$ cat src/rtl/pipe_hazard_ctrl.sv
// Hazard/stall controller for the FD/DX/XM pipeline latches: load-use stalls, branch flushes
// and multi-cycle mul/div sequencing. Define PIPE_HAZARD_STALL_CNT_EN to add the stallCnt output.
module pipe_hazard_ctrl #(
    parameter int MD_MAX_CYCLES = 40
`ifdef PIPE_HAZARD_STALL_CNT_EN
    , parameter int CNT_W = 32
`endif
) (
    input  logic        clock,
    input  logic        clear,
    input  logic [31:0] fdInstr,
    input  logic [31:0] dxInstr,
    input  logic        brTaken,
    input  logic        mdReady,
    output logic        pcEnable,
    output logic        fdEnable,
    output logic        fdClear,
    output logic        dxEnable,
    output logic        dxClear,
    output logic        xmClear,
    output logic        mdStart,
    output logic        mdError
`ifdef PIPE_HAZARD_STALL_CNT_EN
    , output logic [CNT_W-1:0] stallCnt
`endif
);

    localparam int MD_CNT_W = ($clog2(MD_MAX_CYCLES) > 6) ? $clog2(MD_MAX_CYCLES) : 6;
    localparam logic [MD_CNT_W-1:0] MD_LAST = MD_CNT_W'(MD_MAX_CYCLES - 1);

    localparam logic [4:0] OP_RTYPE = 5'b00000;
    localparam logic [4:0] OP_J     = 5'b00001;
    localparam logic [4:0] OP_BNE   = 5'b00010;
    localparam logic [4:0] OP_JAL   = 5'b00011;
    localparam logic [4:0] OP_JR    = 5'b00100;
    localparam logic [4:0] OP_BLT   = 5'b00110;
    localparam logic [4:0] OP_SW    = 5'b00111;
    localparam logic [4:0] OP_LW    = 5'b01000;
    localparam logic [4:0] OP_SETX  = 5'b10101;
    localparam logic [4:0] OP_BEX   = 5'b10110;
    localparam logic [4:0] ALU_MUL  = 5'b00110;
    localparam logic [4:0] ALU_DIV  = 5'b00111;

    typedef enum logic {
        IDLE,
        MD_BUSY
    } state_t;

    state_t                state_q, state_d;
    logic [MD_CNT_W-1:0]   md_cnt_q, md_cnt_d;

    logic [4:0] fd_op, fd_rd, fd_rs, fd_rt;
    logic [4:0] dx_op, dx_rd, dx_aluop;
    logic       fd_uses_rs, fd_uses_rt, fd_uses_rd;
    logic       load_use, dx_is_md;
    logic       unused_bits;

    assign fd_op    = fdInstr[31:27];
    assign fd_rd    = fdInstr[26:22];
    assign fd_rs    = fdInstr[21:17];
    assign fd_rt    = fdInstr[16:12];
    assign dx_op    = dxInstr[31:27];
    assign dx_rd    = dxInstr[26:22];
    assign dx_aluop = dxInstr[6:2];
    assign unused_bits = ^{fdInstr[11:0], dxInstr[21:7], dxInstr[1:0]};

    // Which register fields the decode-stage instruction actually reads; r0 never hazards.
    always_comb begin
        fd_uses_rs = !(fd_op inside {OP_J, OP_JAL, OP_SETX, OP_BEX});
        fd_uses_rt = (fd_op == OP_RTYPE);
        fd_uses_rd = (fd_op inside {OP_SW, OP_BNE, OP_BLT, OP_JR});
        load_use   = (dx_op == OP_LW) && (dx_rd != 5'd0) &&
                     ((fd_uses_rs && (fd_rs == dx_rd)) ||
                      (fd_uses_rt && (fd_rt == dx_rd)) ||
                      (fd_uses_rd && (fd_rd == dx_rd)));
        dx_is_md   = (dx_op == OP_RTYPE) && ((dx_aluop == ALU_MUL) || (dx_aluop == ALU_DIV));
    end

    always_comb begin
        state_d  = state_q;
        md_cnt_d = md_cnt_q;
        pcEnable = 1'b1;
        fdEnable = 1'b1;
        dxEnable = 1'b1;
        fdClear  = 1'b0;
        dxClear  = 1'b0;
        xmClear  = 1'b0;
        mdStart  = 1'b0;
        mdError  = 1'b0;
        if (clear) begin
            fdClear  = 1'b1;
            dxClear  = 1'b1;
            xmClear  = 1'b1;
            state_d  = IDLE;
            md_cnt_d = '0;
        end else begin
            unique case (state_q)
                IDLE: begin
                    // A taken branch flushes the wrong-path instructions, so it wins over stalls.
                    if (brTaken) begin
                        fdClear = 1'b1;
                        dxClear = 1'b1;
                    end else if (dx_is_md) begin
                        mdStart  = 1'b1;
                        pcEnable = 1'b0;
                        fdEnable = 1'b0;
                        dxEnable = 1'b0;
                        xmClear  = 1'b1;
                        md_cnt_d = '0;
                        state_d  = MD_BUSY;
                    end else if (load_use) begin
                        pcEnable = 1'b0;
                        fdEnable = 1'b0;
                        dxClear  = 1'b1;
                    end
                end
                MD_BUSY: begin
                    if (mdReady) begin
                        md_cnt_d = '0;
                        state_d  = IDLE;
                    end else if (md_cnt_q == MD_LAST) begin
                        mdError  = 1'b1;
                        dxClear  = 1'b1;
                        md_cnt_d = '0;
                        state_d  = IDLE;
                    end else begin
                        pcEnable = 1'b0;
                        fdEnable = 1'b0;
                        dxEnable = 1'b0;
                        xmClear  = 1'b1;
                        md_cnt_d = md_cnt_q + MD_CNT_W'(1);
                    end
                end
                default: state_d = IDLE;
            endcase
        end
    end

    always_ff @(posedge clock) begin
        if (clear) begin
            state_q  <= IDLE;
            md_cnt_q <= '0;
        end else begin
            state_q  <= state_d;
            md_cnt_q <= md_cnt_d;
        end
    end

`ifdef PIPE_HAZARD_STALL_CNT_EN
    logic [CNT_W-1:0] stall_cnt_q, stall_cnt_d;

    // Saturating count of cycles in which the PC was held.
    always_comb begin
        stall_cnt_d = stall_cnt_q;
        if (!pcEnable && (stall_cnt_q != {CNT_W{1'b1}}))
            stall_cnt_d = stall_cnt_q + CNT_W'(1);
    end

    always_ff @(posedge clock) begin
        if (clear)
            stall_cnt_q <= '0;
        else
            stall_cnt_q <= stall_cnt_d;
    end

    assign stallCnt = stall_cnt_q;
`endif

endmodule
$ cat config.mk
export PLATFORM = sky130hd
export DESIGN_NAME = pipe_hazard_ctrl
export DESIGN_NICKNAME = d
export VERILOG_FILES = /design/src/rtl/pipe_hazard_ctrl.sv
export SDC_FILE = /design/constraint.sdc
export NUM_CORES = 1
export LEC_CHECK = 0
export BUFFER_PORTS_ARGS = -buffer_cell sky130_fd_sc_hd__buf_2
export CORE_ASPECT_RATIO = 0.8
export CORE_MARGIN = 3
export CORE_UTILIZATION = 31
export CTS_BUF_LIST = sky130_fd_sc_hd__clkbuf_8
export CTS_CLUSTER_DIAMETER = 120
export DETAILED_ROUTE_END_ITERATION = 10
export PLACE_DENSITY = 0.77
export SYNTH_ARGS = -nofsm -noshare
export SYNTH_HDL_FRONTEND = slang
export SYNTH_SLANG_ARGS = --single-unit
$ cat constraint.sdc
create_clock -name clock -period 1.2 [get_ports clock]
set_input_delay 0 -clock clock [delete_from_list [all_inputs] [get_ports clock]]
set_output_delay 0 -clock clock [all_outputs]
set_load 0.05 [all_outputs]
==> flow_metrics.py, run 1 <==
metrics = {
    "run_status": {
        "status": "finished, violations left",
        "violations": "setup timing",
    },
    "detailed_routing": {
        "drt-initial-drc-count": 49,
        "drt-total-wl_um": 3204,
        "drc": 0,
        "ant_nets": 0,
        "met1_length_um": 1217,
        "dr.max_layer_used": "met4",
        "wl_met2_um": 1688,
        "via_per_inst": 5.615,
        "via_count": 1050,
        "wl_per_cell_um": 17.13,
        "route.met3.wl_um": 249,
        "first_pass_iters": 4,
    },
    "placement": {
        "globalplace.congestion": 0.8608,
        "hpwlAfterDp_um": 2111,
        "port_buffers": 45,
        "postPlaceCellArea_um2": 1137,
    },
    "synthesis": {
        "synth-seq-area-share": 0.2066,
        "async_flop_share": 0,
        "synth_edf_count": 0,
        "synth_most_common_cell": "nor2_1",
        "synthMuxAreaShare": 0,
        "synth_top_cell_area_share": 0.2066,
        "ys_types": 33,
        "netlist_area_um2": 678.2,
        "synth-seq-cells": 7,
        "synthesis.nets": 160,
        "synth_compound_gate_area_share": 0.1919,
        "synth_fa_ha_area_frac": 0.01845,
        "synthXorXnorAreaFrac": 0.1937,
        "synth_top_family_by_area": "simple AND/OR/NAND/NOR gates",
        "synthSimpleGateAreaFrac": 0.3561,
        "postSynthAreaPerCell_um2": 7.452,
        "synth_commonest_cells": "nor2_1 (12), xnor2_1 (8), a21oi_1 (7), dfxtp_1 (7), xor2_1 (7)",
        "netlist_instances": 91,
        "ys.flop_type": "dfxtp_1",
        "netlist.top_cell.by_area": "dfxtp_1",
        "netlist_top_cells_area": "dfxtp_1 (21%), xnor2_1 (10%), xor2_1 (9.0%)",
        "yosys_warnings": 0,
    },
    "setup_path": {
        "rr_startpoint": "md_cnt_q[1]$_SDFFE_PP0P_",
        "worstRegToRegCells": 8,
        "path_class": "flop to output pin",
        "critPathCaptureType": "output pin",
        "cp_max_fo": 3,
        "crit_required_ps": 1200,
        "startpoint_type": "flop",
        "r2r_end": "md_cnt_q[3]$_SDFFE_PP0P_",
        "reg2reg_setup_slack_ps": -250,
        "crit_arrival_ps": 1570,
    },
    "layout": {
        "diodes": 0,
        "post-route-util": 0.7048,
        "fillers": 140,
        "drive_above_1_share": 0.6135,
        "layout.nets": 233,
        "synthToLayoutAreaGrowth_pct": 105.7,
        "fin_area_um2": 1395,
    },
    "global_route": {
        "grt_pass1_vias": 1022,
        "antenna_found_initial": 0,
        "grt_pass1_wl_um": 4388,
        "grt_usage": 0.2080,
        "grt-ovfl-total": 0,
        "grt_max_degree": 13,
    },
    "job": {
        "maxCapViolations": 0,
    },
    "worst_hold_path": {
        "hold-path-cell-count": 2,
        "min_from": "clear",
        "hold_class": "primary input to flop",
        "hold_end": "md_cnt_q[1]$_SDFFE_PP0P_",
    },
    "timing": {
        "fin_ws_ps": -371.4,
        "fmax_ghz": 0.6364,
        "finalCritPeriodShare": 1.309,
        "slew_violations": 0,
        "rsz0062_at_grt": "yes",
        "fin_skew_ps": 0.8600,
        "setup_viol": 11,
        "slew_headroom": 0.6835,
        "hold_ws_ps": 121.6,
        "fin_crit_ps": 1571,
        "hold_viol": 0,
        "tightestPinTransition_ps": 470.4,
    },
    "clock_tree": {
        "holdBufCountCts": 0,
        "htree_num_levels": 1,
        "cts.clk_slew.worst_paths_ps": 40,
        "cts_buffers": 3,
        "clockBufferDepth": 2,
        "root_buffer": "clkbuf_8",
        "cts_tree": "yes",
        "clk_latency_ps": 230,
        "cts_sinks": 7,
    },
    "floorplan": {
        "dieHeight_um": 47.84,
        "num_rows": 14,
        "die_w_um": 58.29,
        "die-area_um2": 2788,
        "pin_count": 76,
        "initial_core_util": 0.3426,
        "core-area_um2": 1979,
    },
    "pwr": {
        "peakVddDrop_uv": 532.9,
        "p_leak_nw": 0.6062,
        "powerDensity_nw_per_um2": 584.6,
    },
}
[metal layers]
metal / GRT usage / vias to the layer above
li1: - / 481
met1: 0.2273 / 497
met2: 0.3920 / 61
met3: 0.07547 / 11
met4: 0.05093 / 0
met5: 0 / -
[repair_timing]
item	4_1_cts	5_1_grt
setup endpoints to repair	10	12
hold endpoints to repair	0	0
pin swaps	6	5
setup buffers	1	4
gates resized for setup	28	20
[kinds of logic (layout without fill, tap and decap cells)]
family	Yosys count	count (layout)
flops	7	7
xor+xnor	15	15
fa+ha+maj	1	1
buf+inv	5	77
compound gates	21	21
simple gates	42	42
[final cells by class]
type,instances,area [um^2],share of cell area
well taps,24,30.03,0.02152
clock buffers,3,41.29,0.02960
multi-input cells,79,671.9,0.4816
repair buffers,70,493.0,0.3534
inverters,3,11.26,0.008072
flip-flops and latches,7,143.9,0.1031
clock inverters,1,3.754,0.002691
[per-stage QoR]
stage,setup TNS (ps),worst slack [ps],std cells,total power [mW]
floorplan,-1007,-334.0,91,0.3285
global placement,-1082,-280.9,179,0.4390
detailed placement,-1459,-332.8,179,0.4454
CTS,-1856,-348.3,184,0.7902
global route,-3034,-416.9,187,0.8497
finish,-2490,-371.4,187,0.8155
[worst max-delay path, stage by stage, from the launching register on]
cell and delay, ps:
dfxtp_2 350, ha_4 140, and2_4 150, a31oi_4 90, a31oi_4 210, nor2_4 70, a21oi_4 150, buf_6 180
[power breakdown]
group          switching (mW)  leakage [nW]  internal (mW)
logic                   0.129         0.521          0.128
clock network           0.104        0.0269          0.221
registers           0.0000479        0.0579          0.234
total                   0.232         0.606          0.583
[cell usage in the layout (no fill, tap or decap), types with 2 or more instances in the layout]
master    instances
buf_2            34
nor2_1            9
nand4_1           3
xnor2_1           5
inv_1             2
nand3b_1          5
nand3_1           3
nor3_1            2
buf_8             2
buf_4            24
inv_2             2
xnor2_2           3
nand2b_1          2
dfxtp_2           3
nor4_2            2
o21ai_2           2
dfxtp_1           4
a31oi_4           2
nor2_4            3
a311o_1           2
buf_6            10
xor2_1            7
a21oi_1           5
o21ai_1           2
clkbuf_8          3
[worst max-delay path by stage]
stage                          end  slack [ps]                startpoint
after CTS                 fdEnable        -350  md_cnt_q[1]$_SDFFE_PP0P_
after detailed placement   dxClear        -330               dxInstr[23]
after global placement     dxClear        -280               fdInstr[28]
final                     fdEnable        -370  md_cnt_q[1]$_SDFFE_PP0P_
after floorplan           pcEnable        -330  md_cnt_q[0]$_SDFFE_PP0P_
after global routing      fdEnable        -420  md_cnt_q[1]$_SDFFE_PP0P_
[sequential cells by signal, indices dropped and copies added (netlist names)]
name	cells
md_cnt_q	6
state_q	1
No activity file was read; power rests on OpenSTA's default activity.
==> run 2, diff against run 1 <==
- BUFFER_PORTS_ARGS: -buffer_cell sky130_fd_sc_hd__buf_2 -> -buffer_cell sky130_fd_sc_hd__buf_4
==> run 2 against run 1 <==
Against the previous run:
- the flow still finishes with violations (setup timing)
- clock skew increased by 1.6 ps
- worst hold slack got worse by 68 ps
- sequential power is essentially flat
- sequential cell count unchanged
- clock power barely moved
- critical endpoint unchanged
- utilization grew 3.0 points
- global-route usage grew 1.2 points
- register-to-register slack worse by 100 ps
==> flow_metrics.py, run 2 (synthesis gave the netlist of run 1 again) <==
metrics = {
    "placement": {
        "globalplace.congestion": 0.8481,
        "hpwlAfterDp_um": 2331,
        "place_ws_ps": -299.9,
        "dp.cells": 177,
        "port_buffers": 45,
    },
    "detailed_routing": {
        "drc": 0,
        "first_pass_iters": 4,
        "via_count": 1005,
        "wl_per_cell_um": 16.62,
        "via_per_inst": 5.432,
        "ant_nets": 0,
        "drt-initial-drc-count": 28,
        "drt-total-wl_um": 3075,
    },
    "worst_hold_path": {
        "hold_class": "primary input to flop",
        "min_from": "clear",
    },
    "timing": {
        "rsz0062_at_grt": "yes",
        "fin_crit_ps": 1609,
        "fmax_ghz": 0.6215,
        "slew_headroom": 0.7458,
        "fin_ws_ps": -409.0,
        "tightestPinTransition_ps": 378.2,
        "hold_ws_ps": 53.53,
        "finalCritPeriodShare": 1.341,
        "slew_violations": 0,
        "hold_viol": 0,
        "setup_viol": 9,
        "fin_skew_ps": 2.421,
    },
    "global_route": {
        "grt_pass1_vias": 983,
        "grt-ovfl-total": 0,
        "antenna_found_initial": 0,
        "grt_pass1_wl_um": 4595,
        "grt_usage": 0.2200,
        "grt_max_degree": 13,
    },
    "clock_tree": {
        "cts_buffers": 3,
        "clockBufferDepth": 2,
        "clk_latency_ps": 230,
        "root_buffer": "clkbuf_8",
        "cts_sinks": 7,
        "holdBufCountCts": 0,
        "cts.clk_slew.worst_paths_ps": 40,
        "htree_num_levels": 1,
        "cts_tree": "yes",
    },
    "layout": {
        "post-route-util": 0.7345,
        "register_area_um2": 146.4,
        "fillers": 156,
        "top_regs": "md_cnt_q x6, state_q x1",
        "final_common_cell": "buf_4",
        "largest_register_ffs": 6,
        "layout.nets": 231,
        "stdcell_count": 185,
        "synthToLayoutAreaGrowth_pct": 114.4,
        "drive_above_1_share": 0.6025,
        "final_cell_mix": "buf_4 (55), buf_6 (12), nor2_1 (8)",
        "multiInputGateArea_um2": 658.1,
        "diodes": 0,
        "largest_register": "md_cnt_q",
    },
    "setup_path": {
        "r2r_end": "md_cnt_q[3]$_SDFFE_PP0P_",
        "crit_arrival_ps": 1610,
        "startpoint_type": "flop",
        "setup.worst_path.end": "fdEnable",
        "reg2reg_setup_slack_ps": -350,
        "critPathCaptureType": "output pin",
        "rr_startpoint": "md_cnt_q[1]$_SDFFE_PP0P_",
        "path_class": "flop to output pin",
        "crit_required_ps": 1200,
        "worstRegToRegCells": 9,
        "cp_max_fo": 3,
        "critPathLaunch": "md_cnt_q[1]$_SDFFE_PP0P_",
    },
    "pwr": {
        "peakVddDrop_uv": 705.5,
        "p_leak_nw": 0.6124,
        "powerDensity_nw_per_um2": 568.6,
        "finalPower_mw": 0.8267,
    },
    "floorplan": {
        "die-area_um2": 2788,
        "num_rows": 14,
        "pin_count": 76,
        "initial_core_util": 0.3426,
        "die_w_um": 58.29,
        "core-area_um2": 1979,
        "dieHeight_um": 47.84,
    },
    "run_status": {
        "violations": "setup timing",
        "status": "finished, violations left",
    },
    "job": {
        "maxCapViolations": 0,
    },
}
## run 2: final cells by class
cell class	count	share of cell area
Clock buffer	3	0.02840
Clock inverter	1	0.002582
Timing Repair Buffer	68	0.3873
Tap cell	24	0.02065
Inverter	3	0.007745
Sequential cell	7	0.1007
Multi-Input combinational cell	79	0.4527
## run 2: worst min path at each step
stage,endpoint,cells after the start
6_report,md_cnt_q[3]$_SDFFE_PP0P_,2
5_1_grt,md_cnt_q[3]$_SDFFE_PP0P_,2
4_1_cts,md_cnt_q[0]$_SDFFE_PP0P_,2
3_5_place_dp,md_cnt_q[2]$_SDFFE_PP0P_,2
3_3_place_gp,md_cnt_q[0]$_SDFFE_PP0P_,2
2_1_floorplan,md_cnt_q[2]$_SDFFE_PP0P_,3
## run 2: metrics by stage
step / setup TNS [ps] / cell area (um^2)
CTS: -2120 / 1373
floorplan: -1007 / 739.5
detailed placement: -1522 / 1235
finish: -2502 / 1454
global placement: -946.9 / 1235
global route: -3021 / 1454
## run 2: critical path, stage by stage, from the launching register on
cell and delay (ps):
dfxtp_2 360, ha_4 140, and2_4 160, a31oi_4 90
a31oi_4 210, nor2_4 70, a21oi_4 170, buf_6 190
## run 2: what timing repair did
item,CTS,global route
pin swaps,7,7
gates resized for setup,22,16
endpoints found under the setup margin,11,13
buffers inserted,1,5
## run 2: where the power goes
part / switching, mW / internal, mW / total [mW]
clock network: 0.103 / 0.221 / 0.325
registers: 0.0000558 / 0.231 / 0.231
logic: 0.118 / 0.152 / 0.271
## run 2: metal layers
| metal | vias to the layer above | track usage | wire, um |
|---|---|---|---|
| met1 | 497 | 0.2504 | 1232 |
| met4 | 0 | 0.03241 | 14 |
| li1 | 473 | - | - |
| met5 | - | 0 | 0 |
| met2 | 33 | 0.4454 | 1710 |
| met3 | 2 | 0.03774 | 118 |
